## src/rtl/fetch_pkg.sv

```systemverilog
// Shared types and constants for the instruction fetch unit.
//   fetch_state_t : fetch FSM state encoding
//   pc_sel_t      : next-PC select for fetch_pc_reg
//   NOP_INSTR     : instruction word held after reset (addi x0,x0,0)
//   *_LSB/_MSB    : bit positions of the decode fields peeled off the held word
package fetch_pkg;

    typedef enum logic [1:0] {
        ST_IDLE = 2'd0,
        ST_REQ  = 2'd1,
        ST_WAIT = 2'd2,
        ST_HOLD = 2'd3
    } fetch_state_t;

    typedef enum logic [1:0] {
        PC_HOLD     = 2'd0,
        PC_INC      = 2'd1,
        PC_REDIRECT = 2'd2
    } pc_sel_t;

    localparam logic [31:0] NOP_INSTR = 32'h0000_0013;

    localparam int OP_LSB       = 0;
    localparam int OP_MSB       = 6;
    localparam int FUNCT3_LSB   = 12;
    localparam int FUNCT3_MSB   = 14;
    localparam int FUNCT7B5_BIT = 30;

endpackage

```

## src/rtl/fetch_pc_reg.sv

```systemverilog
// Program counter register for the fetch unit.
//   clk, reset_n     : clock, asynchronous active-low reset (PC <= RESET_PC)
//   pc_sel           : hold / increment by 4 / load redirect target
//   redirect_target  : new PC; low two bits are masked so the PC stays word aligned
//   pc               : current fetch PC
module fetch_pc_reg
    import fetch_pkg::*;
#(
    parameter int              XLEN     = 32,
    parameter logic [XLEN-1:0] RESET_PC = '0
) (
    input  logic            clk,
    input  logic            reset_n,
    input  pc_sel_t         pc_sel,
    input  logic [XLEN-1:0] redirect_target,
    output logic [XLEN-1:0] pc
);

    localparam logic [XLEN-1:0] ALIGN_MASK = ~XLEN'(3);

    logic [XLEN-1:0] pc_nxt;

    // Increment wraps naturally modulo 2^XLEN.
    always_comb begin
        pc_nxt = pc;
        case (pc_sel)
            PC_INC:      pc_nxt = pc + XLEN'(4);
            PC_REDIRECT: pc_nxt = redirect_target & ALIGN_MASK;
            default:     pc_nxt = pc;
        endcase
    end

    always_ff @(posedge clk or negedge reset_n) begin
        if (!reset_n) begin
            pc <= RESET_PC & ALIGN_MASK;
        end else begin
            pc <= pc_nxt;
        end
    end

endmodule

```

## src/rtl/instr_fetch_unit.sv

```systemverilog
// Instruction fetch unit: issues one word fetch at a time to instruction
// memory and holds the returned word for decode until it is consumed.
//   clk, reset_n                    : clock, asynchronous active-low reset
//   imem_req/imem_addr              : fetch request and word-aligned address
//   imem_gnt                        : memory accepted the request
//   imem_rvalid/imem_rdata          : memory response
//   instr_valid/instr               : held instruction for decode
//   op/funct3/funct7b5              : decode fields of the held instruction
//   instr_pc/instr_pc_plus4         : PC of the held instruction and PC+4
//   decode_ready                    : decode consumes the held instruction
//   redirect/redirect_target        : taken branch/jump and its target
//
// state   | meaning
// --------+-----------------------------------------------------------
// IDLE    | leaving reset, first edge moves to REQ
// REQ     | imem_req high at PC, waiting for imem_gnt
// WAIT    | request granted, waiting for imem_rvalid
// HOLD    | instruction presented, waiting for decode_ready or redirect
module instr_fetch_unit
    import fetch_pkg::*;
#(
    parameter int              XLEN     = 32,
    parameter logic [XLEN-1:0] RESET_PC = '0
) (
    input  logic            clk,
    input  logic            reset_n,
    output logic            imem_req,
    output logic [XLEN-1:0] imem_addr,
    input  logic            imem_gnt,
    input  logic            imem_rvalid,
    input  logic [XLEN-1:0] imem_rdata,
    output logic            instr_valid,
    output logic [XLEN-1:0] instr,
    output logic [6:0]      op,
    output logic [2:0]      funct3,
    output logic            funct7b5,
    output logic [XLEN-1:0] instr_pc,
    output logic [XLEN-1:0] instr_pc_plus4,
    input  logic            decode_ready,
    input  logic            redirect,
    input  logic [XLEN-1:0] redirect_target
);

    fetch_state_t    state, state_nxt;
    pc_sel_t         pc_sel;
    logic            kill, kill_nxt;
    logic            capture;
    logic [XLEN-1:0] pc;

    fetch_pc_reg #(
        .XLEN     (XLEN),
        .RESET_PC (RESET_PC)
    ) u_pc_reg (
        .clk             (clk),
        .reset_n         (reset_n),
        .pc_sel          (pc_sel),
        .redirect_target (redirect_target),
        .pc              (pc)
    );

    always_ff @(posedge clk or negedge reset_n) begin
        if (!reset_n) begin
            state <= ST_IDLE;
            kill  <= 1'b0;
        end else begin
            state <= state_nxt;
            kill  <= kill_nxt;
        end
    end

    // A redirect while a fetch is in flight marks that fetch as killed;
    // its response is swallowed and fetching restarts at the new PC.
    always_comb begin
        state_nxt = state;
        kill_nxt  = kill;
        pc_sel    = PC_HOLD;
        capture   = 1'b0;
        case (state)
            ST_IDLE: begin
                state_nxt = ST_REQ;
            end
            ST_REQ: begin
                if (redirect) begin
                    pc_sel = PC_REDIRECT;
                end
                if (imem_gnt) begin
                    state_nxt = ST_WAIT;
                    kill_nxt  = redirect;
                end
            end
            ST_WAIT: begin
                if (redirect) begin
                    pc_sel = PC_REDIRECT;
                end
                if (imem_rvalid) begin
                    kill_nxt = 1'b0;
                    if (redirect || kill) begin
                        state_nxt = ST_REQ;
                    end else begin
                        capture   = 1'b1;
                        state_nxt = ST_HOLD;
                    end
                end else if (redirect) begin
                    kill_nxt = 1'b1;
                end
            end
            ST_HOLD: begin
                if (redirect) begin
                    pc_sel    = PC_REDIRECT;
                    state_nxt = ST_REQ;
                end else if (decode_ready) begin
                    pc_sel    = PC_INC;
                    state_nxt = ST_REQ;
                end
            end
            default: begin
                state_nxt = ST_IDLE;
            end
        endcase
    end

    always_ff @(posedge clk or negedge reset_n) begin
        if (!reset_n) begin
            instr    <= XLEN'(NOP_INSTR);
            instr_pc <= RESET_PC;
        end else if (capture) begin
            instr    <= imem_rdata;
            instr_pc <= pc;
        end
    end

    assign imem_req       = (state == ST_REQ);
    assign imem_addr      = pc;
    assign instr_valid    = (state == ST_HOLD);
    assign instr_pc_plus4 = instr_pc + XLEN'(4);
    assign op             = instr[OP_MSB:OP_LSB];
    assign funct3         = instr[FUNCT3_MSB:FUNCT3_LSB];
    assign funct7b5       = instr[FUNCT7B5_BIT];

endmodule

```

## config.mk

```make
export PLATFORM = sky130hd
export DESIGN_NAME = instr_fetch_unit
export DESIGN_NICKNAME = d
export VERILOG_FILES = /design/src/rtl/fetch_pkg.sv /design/src/rtl/fetch_pc_reg.sv /design/src/rtl/instr_fetch_unit.sv
export SDC_FILE = /design/constraint.sdc
export NUM_CORES = 1
export LEC_CHECK = 0
export ABC_AREA = 1
export CORE_ASPECT_RATIO = 1.1
export CORE_MARGIN = 4
export CORE_UTILIZATION = 45
export CTS_CLUSTER_DIAMETER = 40
export DETAILED_ROUTE_END_ITERATION = 7
export PLACE_DENSITY = 0.81
export SYNTH_ARGS = -nofsm -noshare
export SYNTH_HDL_FRONTEND = slang
export SYNTH_SLANG_ARGS = --single-unit
export TNS_END_PERCENT = 5
```

## constraint.sdc

```tcl
create_clock -name clk -period 2.7 [get_ports clk]
set_input_delay 0.675 -clock clk [delete_from_list [all_inputs] [get_ports clk]]
set_output_delay 0.675 -clock clk [all_outputs]
set_load 0.02 [all_outputs]
```

# ---- Word level (Yosys, flattened, before mapping)
# Index checks and enable logic that the tools add are counted.
dict set report totals {
  register_bits 99
}
dict set report classes {
  add_sub_neg 2
  n_eq_ne 9
  n_mux 18
  reduce_logical 7
}
# cell n
set ops {}
lappend ops {{adder 32 x 3 -> 32 bit, second input constant} 2}
lappend ops {{case mux 32 bit (2 select lines)} 1}
lappend ops {{2-to-1 mux 2 bit} 7}
lappend ops {{case mux 2 bit (4 select lines)} 1}
lappend ops {{2-to-1 mux 1 bit} 7}
lappend ops {{equality test 2 bit, second input constant} 3}
lappend ops {{AND reduction 3 bit} 2}
lappend ops {{equality test 2 x 1 -> 1 bit, second input constant} 2}
lappend ops {{case mux 2 bit (2 select lines)} 1}
lappend ops {{nonzero test 2 bit} 2}
lappend ops {{!= test 3 x 1 -> 1 bit, second input constant} 1}
lappend ops {{!= test 3 bit, second input constant} 1}
lappend ops {{logical NOT 2 bit} 1}
lappend ops {{!= test 2 x 1 -> 1 bit, second input constant} 1}
lappend ops {{!= test 2 bit, second input constant} 1}
lappend ops {{case mux 1 bit (2 select lines)} 1}
lappend ops {{OR reduction 2 bit} 1}
lappend ops {{logical OR 1 bit} 1}

# ---- Longest topological paths before layout
dict set report depth {
  word_depth 5
  ltp_mapped 13
  ltp_nobuf 11
}

# ---- Modules after synthesis
# From an unflattened synthesis, not the netlist that was laid out.
dict set report hier_totals {
  cells_unflattened 881
  hier_area_um2 6025.8
}
# module n_inst cells_per_inst area_per_inst_um2
set modules_own_cells {}
lappend modules_own_cells {instr_fetch_unit 1 484 3642.2}
lappend modules_own_cells {fetch_pc_reg 1 397 2383.5}

# ---- Worst setup path before layout
# No wires, ideal clock.
dict set report synth_path {
  kind {register to output}
  start {register instr_pc[2]}
  end {output instr_pc_plus4[30]}
  t_arrival_ns 1.550
  required_time_ns 2.025
  setup_slack_ns 0.475
  path_stages_with_launch 6
  cell_sequence {dfrtp_1 > ha_1 > nand3_1 > nor2_1 > nand2_1 > xnor2_1}
}
dict set report synth_via {
  elab_chain_len 1
}
# item line
set synth_lines {}
lappend synth_lines {{from (decl)} instr_fetch_unit.sv:37} ;# output logic [XLEN-1:0] instr_pc,
lappend synth_lines {{from (signal assigned)} instr_fetch_unit.sv:128} ;# instr_pc <= pc;
lappend synth_lines {{adder 32 x 3 -> 32 bit} instr_fetch_unit.sv:135} ;# assign instr_pc_plus4 = instr_pc + XLEN'(4);
lappend synth_lines {{to (decl)} instr_fetch_unit.sv:38} ;# output logic [XLEN-1:0] instr_pc_plus4,
# No other way between the ends.

# ---- Worst setup path in the final report
dict set report layout_path {
  start {register instr_pc[18]}
  end {output instr_pc_plus4[27]}
}
# The elaborated chain is that of the path after synthesis.

==> flow_metrics.tcl <==
set metrics [dict create \
    outcome "finished clean" \
    viasPerCell 5.01 \
    intPower_w 0.00529 \
    ys_types 35 \
    cp_max_fo 5 \
    drt_wl_total_um 16500 \
    cts_resized 27 \
    crit_family "simple AND/OR/NAND/NOR gates" \
    vdd_drop_max_mv 0.851 \
    p_sw_frac 0.443 \
    slew_headroom 0.602 \
    hp-class "input pin to asynchronous set/reset pin" \
    period_minus_slack_ns 2.63 \
    gp_congestion 0.960 \
    worst_skew_pair.late_latency_ns 0.34 \
    vias 5430 \
    cts_inserted_buffers 9 \
    netlist_area_um2 5640 \
    critPathKind "flop to output pin" \
    combinationalPowerShare 0.553 \
    die_w_um 115 \
    synth-warning-count 0 \
    ys_seq_area_frac 0.422 \
    r2r_cells 10 \
    end_kind "output pin" \
    crit_start "instr_pc[18]" \
    synth_top_family_by_area "simple AND/OR/NAND/NOR gates" \
    synthSimpleGateAreaFrac 0.296 \
    ys.flop_type "dfrtp_1" \
    dr.pass1.iters 6 \
    rsz0062_at_grt "true" \
    crit-reg2reg-launch "state[0]" \
    dp_hpwl_um 12700 \
    io_pins 211 \
    drive_gt1_frac 0.124 \
    finalSetupViolations 0 \
    finalHoldViolations 0 \
    worstMarginPinSlew_ns 0.597 \
    die-area_um2 14400 \
    utilization 0.669 \
    slew_violations 0 \
    synth-edff-count 0 \
    diodes 0 \
    drc 0 \
    antenna_found_initial 0 \
    tns_ns 0 \
    synth_fa_ha_area_frac 0.0155 \
    grt_pass1_vias 5228 \
    drt_iter0_markers 478 \
    cts.reportedPaths.clkPinSlew_ns 0.07 \
    final_antenna_net_count 0 \
    postCtsSetupRepairBufs 0 \
    place.port_buffers 202 \
    max_stage_delay_ns 0.46 \
    cp-endpoint "instr_pc_plus4[27]" \
    async_reset_ff_frac 1.00 \
    worst_r2r_endpoint "u_pc_reg.pc[5]" \
    cp_slowest_cell "dfrtp_1" \
    yosysMostFrequentCell "nand2_1" \
    r2r_setup_slack_ns 0.70 \
    crit_top_cell "nand2_1" \
    post-route-period-util 0.975 \
    synth_top_cells_by_area "dfrtp_1 (41%), nand2_1 (14%), mux2_2 (7.0%)" \
    maxCapViolCount 0 \
    grtUsageTotal 0.230 \
    fmax_mhz 380 \
    grt_pass1_wl_um 26600 \
    cts_tree "yes" \
    clockBufferDepth 2 \
    yosys.area.top_type "dfrtp_1" \
    path_cells "nand2_1 > nor2_1 > nand2_1 > nor3b_1 > nand2_1 > xnor2_1 > clkdlybuf4s15_1" \
    initial_core_util 0.464 \
    grt_max_degree 90 \
    finalClockSkew_ns 0.00946 \
    htreeDepth 3 \
    synth_mux_area_frac 0.0699 \
    cp_num_cells 7 \
    ctsRootBufferMaster "clkbuf_16" \
    ctsHoldBuffers 0 \
    dieHeight_um 125 \
    syn_inst 733 \
    synth_top_area_frac 0.408 \
    synth_xor_xnor_area_share 0.0419 \
    nets 1001 \
    power.switching_w 0.00421 \
    cellLeakagePower_nw 3.64 \
    cellPowerDensity_nw_per_um2 1170 \
    areaGrowthSynthToFinish_pct 44.0 \
    clkPwrFrac 0.144 \
    ys_seq_elements 95 \
    synthTopCellsByCount "nand2_1 (205), nor2_1 (100), dfrtp_1 (92)" \
    core_um2 12100 \
    critPathBufInv 1 \
    seqPwrFrac 0.303 \
    synth_compound_area_frac 0.0741 \
    arrival_ns 1.96 \
    overflow 0 \
    synth_area_per_cell_um2 7.69 \
    cts_sinks 95 \
    required_ns 2.03 \
    start_kind "flop" \
    row_count 42 \
    wl_per_cell_um 15.2 \
]
==> power by group through the flow <==
stage                     Combinational [W]  Clock, W  Sequential, W
after detailed placement            0.00533         0        0.00286
final                               0.00525   0.00137        0.00288
after CTS                           0.00528   0.00139        0.00285
after global placement              0.00526         0        0.00283
after global routing                0.00569   0.00145        0.00299
after floorplan                     0.00225         0        0.00343
==> worst min path at each step <==
stage | endpoint | start | cells past startpoint | slack (ns)
after floorplan | instr[10] | reset_n | 0 | 0.38
after global placement | kill | kill | 2 | 0.48
after detailed placement | kill | kill | 2 | 0.48
after CTS | instr[25] | reset_n | 1 | 0.34
after global routing | instr[25] | reset_n | 1 | 0.36
final | instr[25] | reset_n | 1 | 0.32
==> per-stage QoR <==
| stage | setup slack [ns] | hold WS (ns) | cells | cell area [um^2] | total power [W] |
|---|---|---|---|---|---|
| after global placement | 0.127 | 0.478 | 1067 | 7790 | 0.00809 |
| after floorplan | 0.475 | 0.379 | 738 | 5660 | 0.00568 |
| after global routing | -0.0871 | 0.362 | 1083 | 8120 | 0.0101 |
| after CTS | 0.0266 | 0.344 | 1083 | 8090 | 0.00952 |
| after detailed placement | 0.108 | 0.483 | 1067 | 7790 | 0.00819 |
| final | 0.0679 | 0.324 | 1083 | 8120 | 0.00950 |
==> logic make-up after synthesis <==
group	count (synthesis)
adder cells (fa/ha/maj)	7
flip-flops	95
AND/OR/NAND/NOR	391
multiplexers	35
XOR/XNOR	27
buffers and inverters	97
other	1
AO/OA/AOI/OAI	80
==> worst reg2reg max path, stage by stage, from the launching register on <==
cell and delay (ns):
dfrtp_1 0.39, inv_1 0.09, ha_1 0.32, nor2_1 0.10, nor3_1 0.05, ha_1 0.34
buf_12 0.19, a21oi_1 0.19, nand2_1 0.07, o21ai_0 0.07, inv_1 0.08
==> cells in the final DEF, fill, tap and decap left out, types with 4 or more instances in the layout <==
cell	count
clkbuf_16	9
a21oi_1	15
nor2_2	11
nor3_1	7
xor2_1	16
nand4_1	6
conb_1	6
clkdlybuf4s50_1	176
dfrtp_1	78
nor3_2	4
inv_1	56
nand3_1	43
nor2_1	96
xnor2_1	11
dfrtp_2	14
buf_4	8
dlygate4sd2_1	14
buf_12	5
nand3_2	4
nand2_1	205
o21ai_1	4
clkdlybuf4s15_1	4
nand2_2	5
mux2_2	35
o21ai_0	54
ha_1	7
==> state kept, by name, indices dropped and copies added, names as in the netlist <==
register / count
state: 2
instr_pc: 30
instr: 32
u_pc_reg.pc: 30
kill: 1
==> layer usage <==
layer,GRT usage,part of all wire
met1,0.324,0.44
met2,0.367,0.48
met3,0.0348,0.068
met4,0.0649,0.015
met5,0,0
==> cell type report <==
cell class	count	area [um^2]
Clock buffer	10	229
Clock inverter	6	90.1
Fill cell	1013	4020
Inverter	58	218
Multi-Input combinational cell	546	2840
Sequential cell	95	2400
Tap cell	154	193
Timing Repair Buffer	214	2150
(Power assumes the default switching activity.)
